[src/rtl/bp_be_late_wb_arbiter.sv]
// Late-writeback arbiter: one-entry buffer per long-latency requester, force-first
// round-robin grant, and a grant that stays frozen until the consumer accepts it.
module bp_be_late_wb_arbiter #(
  parameter int unsigned num_req_p      = 3,
  parameter int unsigned wb_pkt_width_p = 72
) (
  input  logic                                  clk_i,
  input  logic                                  reset_n_i,
  input  logic [num_req_p*wb_pkt_width_p-1:0]   req_pkt_i,
  input  logic [num_req_p-1:0]                  req_v_i,
  input  logic [num_req_p-1:0]                  req_force_i,
  output logic [num_req_p-1:0]                  req_ready_and_o,
  output logic [wb_pkt_width_p-1:0]             late_wb_pkt_o,
  output logic                                  late_wb_v_o,
  output logic                                  late_wb_force_o,
  input  logic                                  late_wb_yumi_i,
  output logic                                  busy_o
);

  localparam int unsigned ptr_w = (num_req_p > 1) ? $clog2(num_req_p) : 1;

  logic [num_req_p-1:0]      full_r, force_r;
  logic [wb_pkt_width_p-1:0] pkt_r [num_req_p];
  logic [ptr_w-1:0]          rr_ptr_r;
  logic                      lock_r;
  logic [num_req_p-1:0]      lock_grant_r;

  logic [num_req_p-1:0]      eligible, arb_grant, grant, enq, deq;
  logic [ptr_w-1:0]          gnt_idx, next_ptr, srch_idx;
  logic                      found;
  int unsigned               srch_sum;

  // Forced buffers mask non-forced ones; first eligible index at or after rr_ptr wins.
  always_comb begin
    eligible  = (|(full_r & force_r)) ? (full_r & force_r) : full_r;
    arb_grant = '0;
    found     = 1'b0;
    srch_sum  = 0;
    srch_idx  = '0;
    for (int unsigned k = 0; k < num_req_p; k++) begin
      srch_sum = 32'(rr_ptr_r) + k;
      if (srch_sum >= num_req_p) srch_sum = srch_sum - num_req_p;
      srch_idx = ptr_w'(srch_sum);
      if (!found && eligible[srch_idx]) begin
        arb_grant[srch_idx] = 1'b1;
        found               = 1'b1;
      end
    end
  end

  assign grant       = lock_r ? lock_grant_r : arb_grant;
  assign late_wb_v_o = |grant;

  // One-hot grant makes an AND-OR mux sufficient; output is zero with no grant.
  always_comb begin
    late_wb_pkt_o   = '0;
    late_wb_force_o = 1'b0;
    gnt_idx         = '0;
    for (int unsigned i = 0; i < num_req_p; i++) begin
      late_wb_pkt_o   = late_wb_pkt_o | ({wb_pkt_width_p{grant[i]}} & pkt_r[i]);
      late_wb_force_o = late_wb_force_o | (grant[i] & force_r[i]);
      if (grant[i]) gnt_idx = ptr_w'(i);
    end
  end

  assign next_ptr        = (gnt_idx == ptr_w'(num_req_p - 1)) ? '0 : gnt_idx + ptr_w'(1);
  assign deq             = grant & {num_req_p{late_wb_yumi_i}};
  assign req_ready_and_o = ~full_r | deq;
  assign enq             = req_v_i & req_ready_and_o;
  assign busy_o          = (|full_r) | (|req_v_i);

  // Buffer fill/drain; a same-cycle refill wins over the drain.
  always_ff @(posedge clk_i or negedge reset_n_i) begin
    if (!reset_n_i) begin
      full_r  <= '0;
      force_r <= '0;
      for (int unsigned i = 0; i < num_req_p; i++) pkt_r[i] <= '0;
    end else begin
      for (int unsigned i = 0; i < num_req_p; i++) begin
        if (enq[i]) begin
          full_r[i]  <= 1'b1;
          force_r[i] <= req_force_i[i];
          pkt_r[i]   <= req_pkt_i[i*wb_pkt_width_p +: wb_pkt_width_p];
        end else if (deq[i]) begin
          full_r[i] <= 1'b0;
        end
      end
    end
  end

  // Grant freezes while presented without yumi; pointer advances past each accepted winner.
  always_ff @(posedge clk_i or negedge reset_n_i) begin
    if (!reset_n_i) begin
      rr_ptr_r     <= '0;
      lock_r       <= 1'b0;
      lock_grant_r <= '0;
    end else if (late_wb_v_o) begin
      if (late_wb_yumi_i) begin
        lock_r   <= 1'b0;
        rr_ptr_r <= next_ptr;
      end else begin
        lock_r       <= 1'b1;
        lock_grant_r <= grant;
      end
    end
  end

endmodule
[config.mk]
export PLATFORM = sky130hd
export DESIGN_NAME = bp_be_late_wb_arbiter
export DESIGN_NICKNAME = d
export VERILOG_FILES = /design/src/rtl/bp_be_late_wb_arbiter.sv
export SDC_FILE = /design/constraint.sdc
export NUM_CORES = 1
export LEC_CHECK = 0
export BUFFER_PORTS_ARGS = -buffer_cell sky130_fd_sc_hd__buf_2
export CAP_MARGIN = 10
export CORE_MARGIN = 1.5
export CORE_UTILIZATION = 40
export CTS_BUF_LIST = sky130_fd_sc_hd__clkbuf_8
export DETAILED_ROUTE_END_ITERATION = 10
export PLACE_DENSITY = 0.63
export SLEW_MARGIN = 10
export SYNTH_ARGS = -nofsm -noshare
export SYNTH_HDL_FRONTEND = slang
export SYNTH_SLANG_ARGS = --single-unit
[constraint.sdc]
create_clock -name clk_i -period 7.9 [get_ports clk_i]
set_input_delay 0.395 -clock clk_i [delete_from_list [all_inputs] [get_ports clk_i]]
set_output_delay 0.395 -clock clk_i [all_outputs]
set_load 0.02 [all_outputs]
; ---- Word-level counts from Yosys, hierarchy flattened
; Index checks and enable logic that the tools add are counted.
[word_totals]
ff_bits = 228
word_cells = 95
[op_classes]
add_sub_neg = 6
order_cmp = 9
eq_ne = 1
n_mux = 32
bitwise_logic = 19
n_reduce_logical = 16
[ops]
columns = op, n
row1 = $and 72x72->72, 3
row2 = $or 72x72->72, 2
row3 = $mux 1, 16
row4 = $mux 3, 5
row5 = $reduce_or 3->1, 4
row6 = $mux 2, 5
row7 = $and 3x3->3, 3
row8 = $lt 2x3->1 const B, 3
row9 = $or 3x3->3, 3
row10 = $bmux 1 s2, 3
row11 = $demux 1 s2, 3
row12 = $ge 2x1->1 const B, 3
row13 = $ge 3x2->1 const B, 2
row14 = $reduce_bool 2->1, 3
row15 = $sub 2x2->2 const B, 3
row16 = $logic_and 1x1->1, 5
row17 = $reduce_and 2->1, 2
row18 = $add 2x1->3 const B, 1
row19 = $add 2x2->3 const B, 1
row20 = $and 1x1->1, 3
row21 = $not 3->3, 1
row22 = $or 1x1->1, 3
row23 = $add 2x1->2 const B, 1
row24 = $eq 2x2->1 const B, 1
row25 = 3 further kinds, 4

; ---- Depth between registers and ports, before layout
; Gate-level depths: netlist (run 1).
[logic_depth]
depth_word = 17
mapped_depth = 12
depth_no_buf = 9

; ---- Least setup slack after synthesis (run 1)
; Ideal clock, no wire load.
[synth_timing]
path_kind = register to output
startpoint = register rr_ptr_r[0]
endpoint = output port late_wb_pkt_o[0]
arrival_time_ns = 2.678
slack_ns = 4.827
path_stages_with_launch = 12
path_cell_list = dfrtp_1 > inv_1 > ha_1 > and2_1 > a32o_1 > a211o_1 > a311oi_1 > a31oi_1 > buf_2 > buf_2 > a222oi_1 > inv_1
[synth_between]
elab_chain_cells = 15
word_cells_on_any_way = 49
[synth_lines]
columns = element, line_no
row1 = from (decl), 24  ; logic [ptr_w-1:0] rr_ptr_r;
row2 = from (signal assigned), 100  ; rr_ptr_r <= next_ptr;
row3 = $add 2x1->3 (tied with other cells), 41  ; srch_sum = 32'(rr_ptr_r) + k;
row4 = $ge 3x2->1 (tied with other cells), 42  ; if (srch_sum >= num_req_p) srch_sum = srch_sum - num_req_p;
row5 = $mux 2 (tied with other cells), 42
row6 = $lt 2x3->1 (implied by the code) (tied with other cells), 45  ; arb_grant[srch_idx] = 1'b1;
row7 = $logic_and 1x1->1 (implied by the code) (tied with other cells), 45
row8 = $mux 1 (implied by the code) (tied with other cells), 45
row9 = $demux 1 s2 (tied with other cells), 45
row10 = $or 3x3->3 (no line) / $mux 1 (equally long branches), n/a
row11 = $mux 3 / $logic_not 1->1 (equally long branches), 44  ; if (!found && eligible[srch_idx]) begin
row12 = $or 3x3->3 (no line) / $logic_and 1x1->1 (equally long branches), n/a
row13 = $mux 3 (*), 44
row14 = $mux 3 (*), 51  ; assign grant = lock_r ? lock_grant_r : arb_grant;
row15 = $and 72x72->72, 60  ; late_wb_pkt_o = late_wb_pkt_o | ({wb_pkt_width_p{grant[i]}} & pkt_r[i]);
row16 = $or 72x72->72, 60
row17 = $or 72x72->72 (*), 60
row18 = to (decl), 13  ; output logic [wb_pkt_width_p-1:0] late_wb_pkt_o,
; Mark *: on every way between the ends. The rest lies on a longest branch, timed or not. The select of a mux whose other input is x is not followed.

; ---- Worst setup path in the final report (run 1)
[layout_timing]
startpoint = register full_r[2]
endpoint = output port late_wb_v_o
[layout_between]
elab_chain_cells = 14
word_cells_on_any_way = 22
[layout_lines]
columns = element, line_no
row1 = from (decl), 22  ; logic [num_req_p-1:0] full_r, force_r;
row2 = from (signal assigned), 75  ; full_r <= '0;
row3 = "from (signal, indexed assignment)", 81  ; full_r[i] <= 1'b1;
row4 = "from (signal, indexed assignment)", 85  ; full_r[i] <= 1'b0;
row5 = $and 3x3->3, 35  ; eligible = (|(full_r & force_r)) ? (full_r & force_r) : full_r;
row6 = $reduce_or 3->1, 35
row7 = $mux 3 (*), 35
row8 = $bmux 1 s2, 44
row9 = $mux 1 (implied by the code), 44
row10 = $mux 1, 44
row11 = $logic_not 1->1, 44
row12 = $logic_and 1x1->1, 44
row13 = $mux 1, 44
row14 = $logic_not 1->1, 44
row15 = $logic_and 1x1->1, 44
row16 = $mux 3 (*), 44
row17 = $mux 3 (*), 51
row18 = $reduce_or 3->1 (*), 52  ; assign late_wb_v_o = |grant;
row19 = to (decl), 14  ; output logic late_wb_v_o,
; Marked as above.

==> metrics.txt, run 1 <==
# TYPE chip_impl_metric gauge
chip_impl_metric{name="number_of_standard_cell_rows_in_the_floorplan",unit=""} 57
chip_impl_info{name="crit_type",value="reg -> out"} 1
chip_impl_metric{name="coreArea",unit="mm2"} 0.0245
chip_impl_metric{name="vias",unit=""} 7368
chip_impl_metric{name="pwr-share-comb",unit="%"} 52.6
chip_impl_metric{name="clockBufferDepth",unit=""} 3
chip_impl_metric{name="power_report.internal_total",unit="mW"} 3.84
chip_impl_metric{name="clock_sinks",unit=""} 228
chip_impl_metric{name="viasPerCell",unit=""} 5.30
chip_impl_metric{name="antenna_found_initial",unit=""} 3
chip_impl_metric{name="groute.usage.overall",unit="%"} 20.3
chip_impl_metric{name="synthesis.nets",unit=""} 958
chip_impl_metric{name="design.portCount",unit=""} 303
chip_impl_metric{name="worst-endpoint-required",unit="ns"} 7.51
chip_impl_metric{name="finalCriticalPeriod",unit="ns"} 4.41
chip_impl_info{name="endpoint_kind",value="output pin"} 1
chip_impl_metric{name="synth_cell_type_count",unit=""} 47
chip_impl_metric{name="ant_nets",unit=""} 0
chip_impl_metric{name="fmax_achieved",unit="MHz"} 227
chip_impl_metric{name="syn-cell-area",unit="mm2"} 0.0101
chip_impl_metric{name="die_h",unit="um"} 162
chip_impl_metric{name="post_synthesis_sequential_element_count",unit=""} 228
chip_impl_metric{name="number_of_synthesized_flops_with_an_enable_pin",unit=""} 0
chip_impl_metric{name="globalRoute.totalOverflow",unit=""} 0
chip_impl_metric{name="place_congestion",unit=""} 0.835
chip_impl_metric{name="drv.max_cap_violation_count",unit=""} 0
chip_impl_metric{name="clock_latency_late_sink",unit="ns"} 0.53
chip_impl_metric{name="drt_iter0_markers",unit=""} 596
chip_impl_metric{name="final_total_negative_setup_slack",unit="ns"} 0
chip_impl_metric{name="critical_path.max_fanout",unit=""} 46
chip_impl_metric{name="rr_worst_depth",unit=""} 9
chip_impl_metric{name="hold_violations",unit=""} 0
chip_impl_metric{name="pwr_density_cell",unit="mW/mm2"} 535
chip_impl_metric{name="detail_route.wl_per_cell",unit="um"} 18.9
chip_impl_metric{name="timing.hold.worst_path_depth",unit=""} 2
chip_impl_metric{name="ys.warnings.count",unit=""} 0
chip_impl_info{name="run_status",value="finished, final reports clean"} 1
chip_impl_metric{name="chip_width",unit="um"} 162
chip_impl_metric{name="cellLeakagePower",unit="nW"} 6.08
chip_impl_metric{name="pwr-share-seq",unit="%"} 31.4
chip_impl_metric{name="htree_num_levels",unit=""} 2
chip_impl_metric{name="post_cts_resize_count",unit=""} 0
chip_impl_metric{name="place.port_buffers",unit=""} 302
chip_impl_metric{name="synth-async-reset-ratio",unit="%"} 100
chip_impl_metric{name="gate_count_post_synth",unit=""} 729
chip_impl_metric{name="fraction_of_layout_instances_using_a_drive_strength_above_1",unit="%"} 48.4
chip_impl_metric{name="grt_first_pass_wirelength",unit="um"} 41800
chip_impl_metric{name="pin_count_of_the_biggest_net_entering_global_routing",unit=""} 89
chip_impl_metric{name="final.period_utilization",unit="%"} 55.9
chip_impl_metric{name="cts-buffers-inserted",unit=""} 41
chip_impl_metric{name="worst-slew-pin-transition",unit="ns"} 1.02
chip_impl_metric{name="grt_pass1_vias",unit=""} 7757
chip_impl_info{name="hold_class",value="in -> reg"} 1
chip_impl_metric{name="place_hpwl",unit="um"} 17500
chip_impl_metric{name="initial_cell_density_of_the_core",unit="%"} 41.0
chip_impl_info{name="cts_root_buf",value="clkbuf_8"} 1
chip_impl_info{name="cts_tree",value="built"} 1
chip_impl_metric{name="number_of_nets_at_the_end_of_the_flow",unit=""} 1266
chip_impl_metric{name="worst_ir_drop_vdd",unit="V"} 0.000328
chip_impl_metric{name="power.share.clock",unit="%"} 16.0
chip_impl_metric{name="route.detailed.drc",unit=""} 0
chip_impl_metric{name="postRouteWirelength",unit="um"} 26300
chip_impl_metric{name="dr.pass1.iters",unit=""} 8
chip_impl_metric{name="critical_path_arrival",unit="ns"} 4.02
chip_impl_metric{name="synth_sequential_area_ratio",unit="%"} 56.7
chip_impl_metric{name="final_max_slew_viol_count",unit=""} 0
chip_impl_metric{name="holdWs",unit="ns"} 0.0703
chip_impl_metric{name="clock_skew",unit="ns"} 0.0227
chip_impl_info{name="dominantRegCellSynth",value="dfrtp_1"} 1
chip_impl_metric{name="p_sw_share",unit="%"} 43.2
chip_impl_info{name="setup_repair_after_global_routing_missed_its_margin",value="no"} 1
chip_impl_metric{name="dieArea",unit="mm2"} 0.0261
chip_impl_metric{name="timing.final.setup_violations",unit=""} 0
chip_impl_metric{name="clk_pin_slew",unit="ns"} 0.06
chip_impl_metric{name="syn_area_per_cell",unit="um2"} 13.8
chip_impl_metric{name="area_growth_syn_to_layout",unit="%"} 25.8
chip_impl_metric{name="maxSlewHeadroom",unit="%"} 32.3
chip_impl_info{name="crit_path_start_kind",value="flip-flop"} 1
chip_impl_metric{name="switch_pwr",unit="mW"} 2.93
[state kept, by name, summed over array words and instances (netlist names)]
signal        cells
force_r           3
full_r            3
lock_grant_r      3
lock_r            1
pkt_r           216
rr_ptr_r          2
[path summary, 6_finish.rpt]
path	slack [ns]	start	end
worst max-delay path	3.49	full_r[2]	late_wb_v_o
worst min-delay path	0.07	req_pkt_i[69]	pkt_r[213]
worst max register to register	4.19	rr_ptr_r[0]	pkt_r[78]
worst min register to register	0.49	pkt_r[156]	pkt_r[156]
max in group asynchronous	6.00	reset_n_i	pkt_r[128]
min in group asynchronous	0.48	reset_n_i	pkt_r[87]
[power by group through the flow]
stage	combinational, mW	sequential, mW	clock [mW]
6_report	3.56	2.13	1.09
5_1_grt	3.86	2.20	1.17
4_1_cts	3.61	2.13	1.12
3_5_place_dp	3.60	2.14	0
3_3_place_gp	3.56	2.13	0
2_1_floorplan	2.60	2.01	0
[kinds of logic (layout without fill, tap and decap cells)]
family	count (synthesis)	in the layout	synth area share [%]
compound gates	115	115	10.7
fa+ha+maj	4	4	0.497
buf+inv	129	464	5.79
flops	228	228	56.7
mux	219	219	24.5
other cells	0	2	0
simple gates	34	34	1.84
[timing repair]
item                      in CTS  in global routing
hold endpoints to repair      86                  0
setup buffers                  0                  0
hold buffers                   1                  0
[layout make-up]
type | instances | area (um2)
clock inverters | 16 | 75.1
flip-flops and latches | 228 | 5710
inverters | 79 | 297
repair buffers | 315 | 1620
well taps | 324 | 405
clock buffers | 54 | 743
fillers | 2187 | 11900
multi-input cells | 372 | 3810
diodes | 2 | 5.00
[cell usage in the layout (no fill, tap or decap), types with 2 or more instances in the layout]
master        n
a31oi_4       2
nand2b_1      4
a21o_1        2
nand2_1      11
mux2_2      133
or3_1         2
buf_4        12
nor2_1        3
dfrtp_1     228
mux2_1       86
o2111ai_1     2
nor4b_1       4
clkinvlp_4    3
a211oi_1      2
diode_2       2
and2_1        2
nand3_1       2
inv_1        89
clkinv_2      3
a22o_1        3
clkbuf_8     54
o21ai_0       7
buf_2       301
nor2b_1       4
o31ai_1       2
a222oi_1     73
a21oi_1       2
ha_1          4
a22oi_1       3
[layer usage]
metal	routed length (um)	up-vias	GRT usage, %
li1	-	3341	-
met1	11100	3687	25.8
met2	12400	288	32.9
met3	2340	50	6.01
met4	556	2	7.20
met5	10	-	0
[worst max-delay path, stage by stage, from the launching register on]
cell     delay [ns]
dfrtp_1        0.51
a22oi_1        0.15
o21ai_0        0.48
nor4b_1        0.15
o211a_1        0.26
o41a_2         0.78
buf_4          0.41
or3_1          0.48
buf_2          0.18
[synth_stat cells (all sizes together), types with 4 or more instances]
cell,number,area [um2]
nor2b,4,25.0
buf,29,206
a222oi,73,731
clkbuf,21,80.1
nor4b,4,35.0
o21ai,9,56.3
nand2,11,41.3
nand2b,4,25.0
mux2,219,2470
ha,4,50.1
inv,79,297
dfrtp,228,5710
[stage by stage]
step | util, % | std cells | power, mW | instance area, um2 | worst slack [ns]
after floorplan | - | 729 | 4.61 | 10100 | 4.83
after global placement | 48.2 | 1317 | 5.69 | 11800 | 4.14
after detailed placement | 48.2 | 1317 | 5.74 | 11800 | 4.02
after CTS | 51.6 | 1388 | 6.86 | 12700 | 3.44
after global routing | 51.6 | 1390 | 7.24 | 12700 | 3.18
final | 51.6 | 1390 | 6.77 | 12700 | 3.49
Power figures use the tool's default switching activity.
==> inputs of run 2 (changes only) <==
PLACE_DENSITY = 0.65   (was 0.63)
clock period = 3.8 ns   (was 7.9 ns; I/O delays follow)
==> run 2 against run 1 <==
  * Core utilization is 9.8 points higher
  * Cell count increased by 16%
  * Register-to-register slack got worse by 3.6 ns
  * Hold slack worse by 0.034 ns
  * Clock skew grew 0.0015 ns
  * Die area did not move
  * Total power grew 120%
  * Global-route usage rose by 3.3 points
  * Setup slack worse by 3.3 ns
  * First-iteration DRC count grew 24%
  * Sequential share of layout area fell by 7.2 points
  * Final area increased by 19%
  * Critical endpoint is now late_wb_pkt_o[19]
==> metrics.txt, run 2 (synthesis results as in run 1) <==
# TYPE chip_impl_metric gauge
chip_impl_info{name="path_delay_family",value="compound AO/OA/AOI/OAI gates"} 1
chip_impl_metric{name="power.total",unit="mW"} 15.0
chip_impl_metric{name="multi_input_comb_area",unit="mm2"} 0.00384
chip_impl_metric{name="ant_nets",unit=""} 0
chip_impl_metric{name="final.period_utilization",unit="%"} 93.9
chip_impl_metric{name="chip_width",unit="um"} 162
chip_impl_metric{name="worst_ir_drop_vdd",unit="V"} 0.000572
chip_impl_metric{name="power.share.clock",unit="%"} 15.2
chip_impl_metric{name="antenna_found_initial",unit=""} 1
chip_impl_metric{name="pwr-share-seq",unit="%"} 29.6
chip_impl_metric{name="dieArea",unit="mm2"} 0.0261
chip_impl_metric{name="drt_iter0_markers",unit=""} 738
chip_impl_info{name="crit_slowest_cell",value="o31ai_1"} 1
chip_impl_metric{name="number_of_nets_at_the_end_of_the_flow",unit=""} 1494
chip_impl_metric{name="drv.max_cap_violation_count",unit=""} 0
chip_impl_metric{name="clk_pin_slew",unit="ns"} 0.06
chip_impl_metric{name="postRouteWirelength",unit="um"} 31600
chip_impl_metric{name="critical_path_arrival",unit="ns"} 3.38
chip_impl_info{name="setup_repair_after_global_routing_missed_its_margin",value="no"} 1
chip_impl_metric{name="globalRoute.totalOverflow",unit=""} 0
chip_impl_metric{name="worst-endpoint-required",unit="ns"} 3.61
chip_impl_metric{name="htree_num_levels",unit=""} 2
chip_impl_info{name="register_containing_the_most_flip_flops_in_the_final_layout",value="pkt_r"} 1
chip_impl_metric{name="place_congestion",unit=""} 0.860
chip_impl_metric{name="cp_slowest_stage_delay",unit="ns"} 0.57
chip_impl_metric{name="fraction_of_layout_instances_using_a_drive_strength_above_1",unit="%"} 40.3
chip_impl_metric{name="critical_path.max_fanout",unit=""} 29
chip_impl_metric{name="hold_violations",unit=""} 0
chip_impl_info{name="crit_path_start_kind",value="flip-flop"} 1
chip_impl_metric{name="fillers",unit=""} 1875
chip_impl_metric{name="viasPerCell",unit=""} 5.26
chip_impl_metric{name="clock_skew",unit="ns"} 0.0242
chip_impl_info{name="crit_type",value="reg -> out"} 1
chip_impl_info{name="cts_tree",value="built"} 1
chip_impl_metric{name="p_sw_share",unit="%"} 43.8
chip_impl_metric{name="finalCriticalPeriod",unit="ns"} 3.57
chip_impl_metric{name="detail_route.wl_per_cell",unit="um"} 19.6
chip_impl_info{name="rr_startpoint",value="full_r[1]"} 1
chip_impl_metric{name="place.port_buffers",unit=""} 302
chip_impl_metric{name="clockBufferDepth",unit=""} 3
chip_impl_metric{name="crit_buf_inv",unit=""} 3
chip_impl_metric{name="grt_use_met3",unit="%"} 5.98
chip_impl_info{name="endpoint_kind",value="output pin"} 1
chip_impl_metric{name="clock_sinks",unit=""} 228
chip_impl_metric{name="area_growth_syn_to_layout",unit="%"} 49.8
chip_impl_info{name="final_cell_mix",value="301 x buf_2, 228 x dfrtp_1, 223 x dlygate4sd3_1, 133 x mux2_2, 92 x inv_1"} 1
chip_impl_metric{name="post_cts_buffers",unit=""} 0
chip_impl_metric{name="groute.usage.overall",unit="%"} 23.6
chip_impl_metric{name="grt_pass1_vias",unit=""} 9307
chip_impl_metric{name="die_h",unit="um"} 162
chip_impl_metric{name="globalRouteMet2Util",unit="%"} 40.9
chip_impl_info{name="hold_class",value="in -> reg"} 1
chip_impl_metric{name="place_hpwl",unit="um"} 17700
chip_impl_info{name="timing.critical_path.cells",value="nand2_1 > o2111ai_1 > nor2_1 > o31ai_1 > a31oi_4 > clkbuf_16 > a222oi_1 > inv_1 > buf_2"} 1
chip_impl_info{name="cts_root_buf",value="clkbuf_8"} 1
chip_impl_metric{name="coreArea",unit="mm2"} 0.0245
chip_impl_metric{name="final_total_negative_setup_slack",unit="ns"} 0
chip_impl_metric{name="cellLeakagePower",unit="nW"} 7.09
chip_impl_metric{name="design.portCount",unit=""} 303
chip_impl_metric{name="pwr_density_cell",unit="mW/mm2"} 994
chip_impl_metric{name="route.detailed.drc",unit=""} 0
chip_impl_info{name="timing.hold.worst.start",value="late_wb_yumi_i"} 1
chip_impl_info{name="critical_path.startpoint",value="full_r[1]"} 1
chip_impl_metric{name="power_report.internal_total",unit="mW"} 8.43
chip_impl_metric{name="worst-slew-pin-transition",unit="ns"} 0.801
chip_impl_metric{name="pwr-share-comb",unit="%"} 55.1
chip_impl_metric{name="initial_cell_density_of_the_core",unit="%"} 41.0
chip_impl_metric{name="number_of_standard_cell_rows_in_the_floorplan",unit=""} 57
chip_impl_metric{name="maxSlewHeadroom",unit="%"} 46.6
chip_impl_metric{name="sequential_cell_area",unit="mm2"} 0.00571
chip_impl_metric{name="final_max_slew_viol_count",unit=""} 0
chip_impl_info{name="mostFrequentLayoutCell",value="buf_2"} 1
chip_impl_metric{name="met1_track_demand_over_resource",unit="%"} 28.2
chip_impl_metric{name="vias",unit=""} 8502
chip_impl_metric{name="pin_count_of_the_biggest_net_entering_global_routing",unit=""} 101
chip_impl_metric{name="clock_latency_late_sink",unit="ns"} 0.54
chip_impl_metric{name="layout.core_utilization",unit="%"} 61.4
chip_impl_metric{name="timing.final.setup_violations",unit=""} 0
chip_impl_metric{name="dr.pass1.iters",unit=""} 9
chip_impl_metric{name="fmax_achieved",unit="MHz"} 280
chip_impl_info{name="run_status",value="finished, final reports clean"} 1
chip_impl_metric{name="cts-buffers-inserted",unit=""} 40
chip_impl_info{name="top_usage_layer",value="met2"} 1
chip_impl_metric{name="switch_pwr",unit="mW"} 6.56
chip_impl_metric{name="grt_first_pass_wirelength",unit="um"} 48600
chip_impl_metric{name="largest_register_ff_count",unit=""} 216
-- run 2: final cells by class --
cell class                      instances  share of cell area (%)
Multi-Input combinational cell        372                    25.5
Sequential cell                       228                    37.8
Clock buffer                           51                    4.66
Tap cell                              324                    2.69
Timing Repair Buffer                  544                    26.7
Clock inverter                         17                   0.672
Inverter                               79                    1.97
Antenna cell                            1                  0.0166
-- run 2: worst register-to-register path, cell delays in order, from the launching register on --
cell and delay [ns]:
dfrtp_1 0.49, nand2_1 0.19, o2111ai_1 0.38, nor2_1 0.11
o31ai_1 0.57, a31oi_1 0.28, o21ai_4 0.22, buf_4 0.42
mux2_1 0.42
-- run 2: worst paths after layout --
| check | slack, ns | cells after the start | endpoint |
|---|---|---|---|
| max | 0.23 | 9 | late_wb_pkt_o[19] |
| min | 0.04 | 2 | lock_r |
| max reg2reg | 0.61 | 8 | pkt_r[176] |
| min reg2reg | 0.49 | 1 | pkt_r[189] |
| max in group asynchronous | 2.56 | 3 | pkt_r[64] |
| min in group asynchronous | 0.31 | 2 | pkt_r[15] |
-- run 2: stage by stage --
step / std cells / hold slack [ns] / area [um2] / worst slack, ns
floorplan: 729 / -0.106 / 10100 / 0.932
global placement: 1322 / 0.308 / 11900 / 0.572
detailed placement: 1322 / 0.311 / 11900 / 0.559
CTS: 1613 / 0.00724 / 15000 / 0.00553
global route: 1616 / 0.0369 / 15100 / 0.00616
finish: 1616 / 0.0363 / 15100 / 0.233
-- run 2: per-layer routing --
layer	vias up	share of wire [%]	wire (um)
met1	4239	39	12400
met4	0	2.7	857
met5	-	0	0
met2	397	51	16000
met3	73	7.3	2310
li1	3793	-	-
-- run 2: power groups by stage --
stage	clock network, mW	registers [mW]	logic [mW]
after floorplan	0	4.17	5.40
after global placement	0	4.38	7.63
after detailed placement	0	4.42	7.69
after CTS	2.34	4.39	7.89
after global routing	2.47	4.59	8.86
final	2.28	4.44	8.26
-- run 2: what timing repair did --
item | 4_1_cts | 5_1_grt
resized for setup | 0 | 9
endpoints found under the hold margin | 319 | 0
endpoints found under the setup margin | 0 | 74
hold buffers | 223 | 0
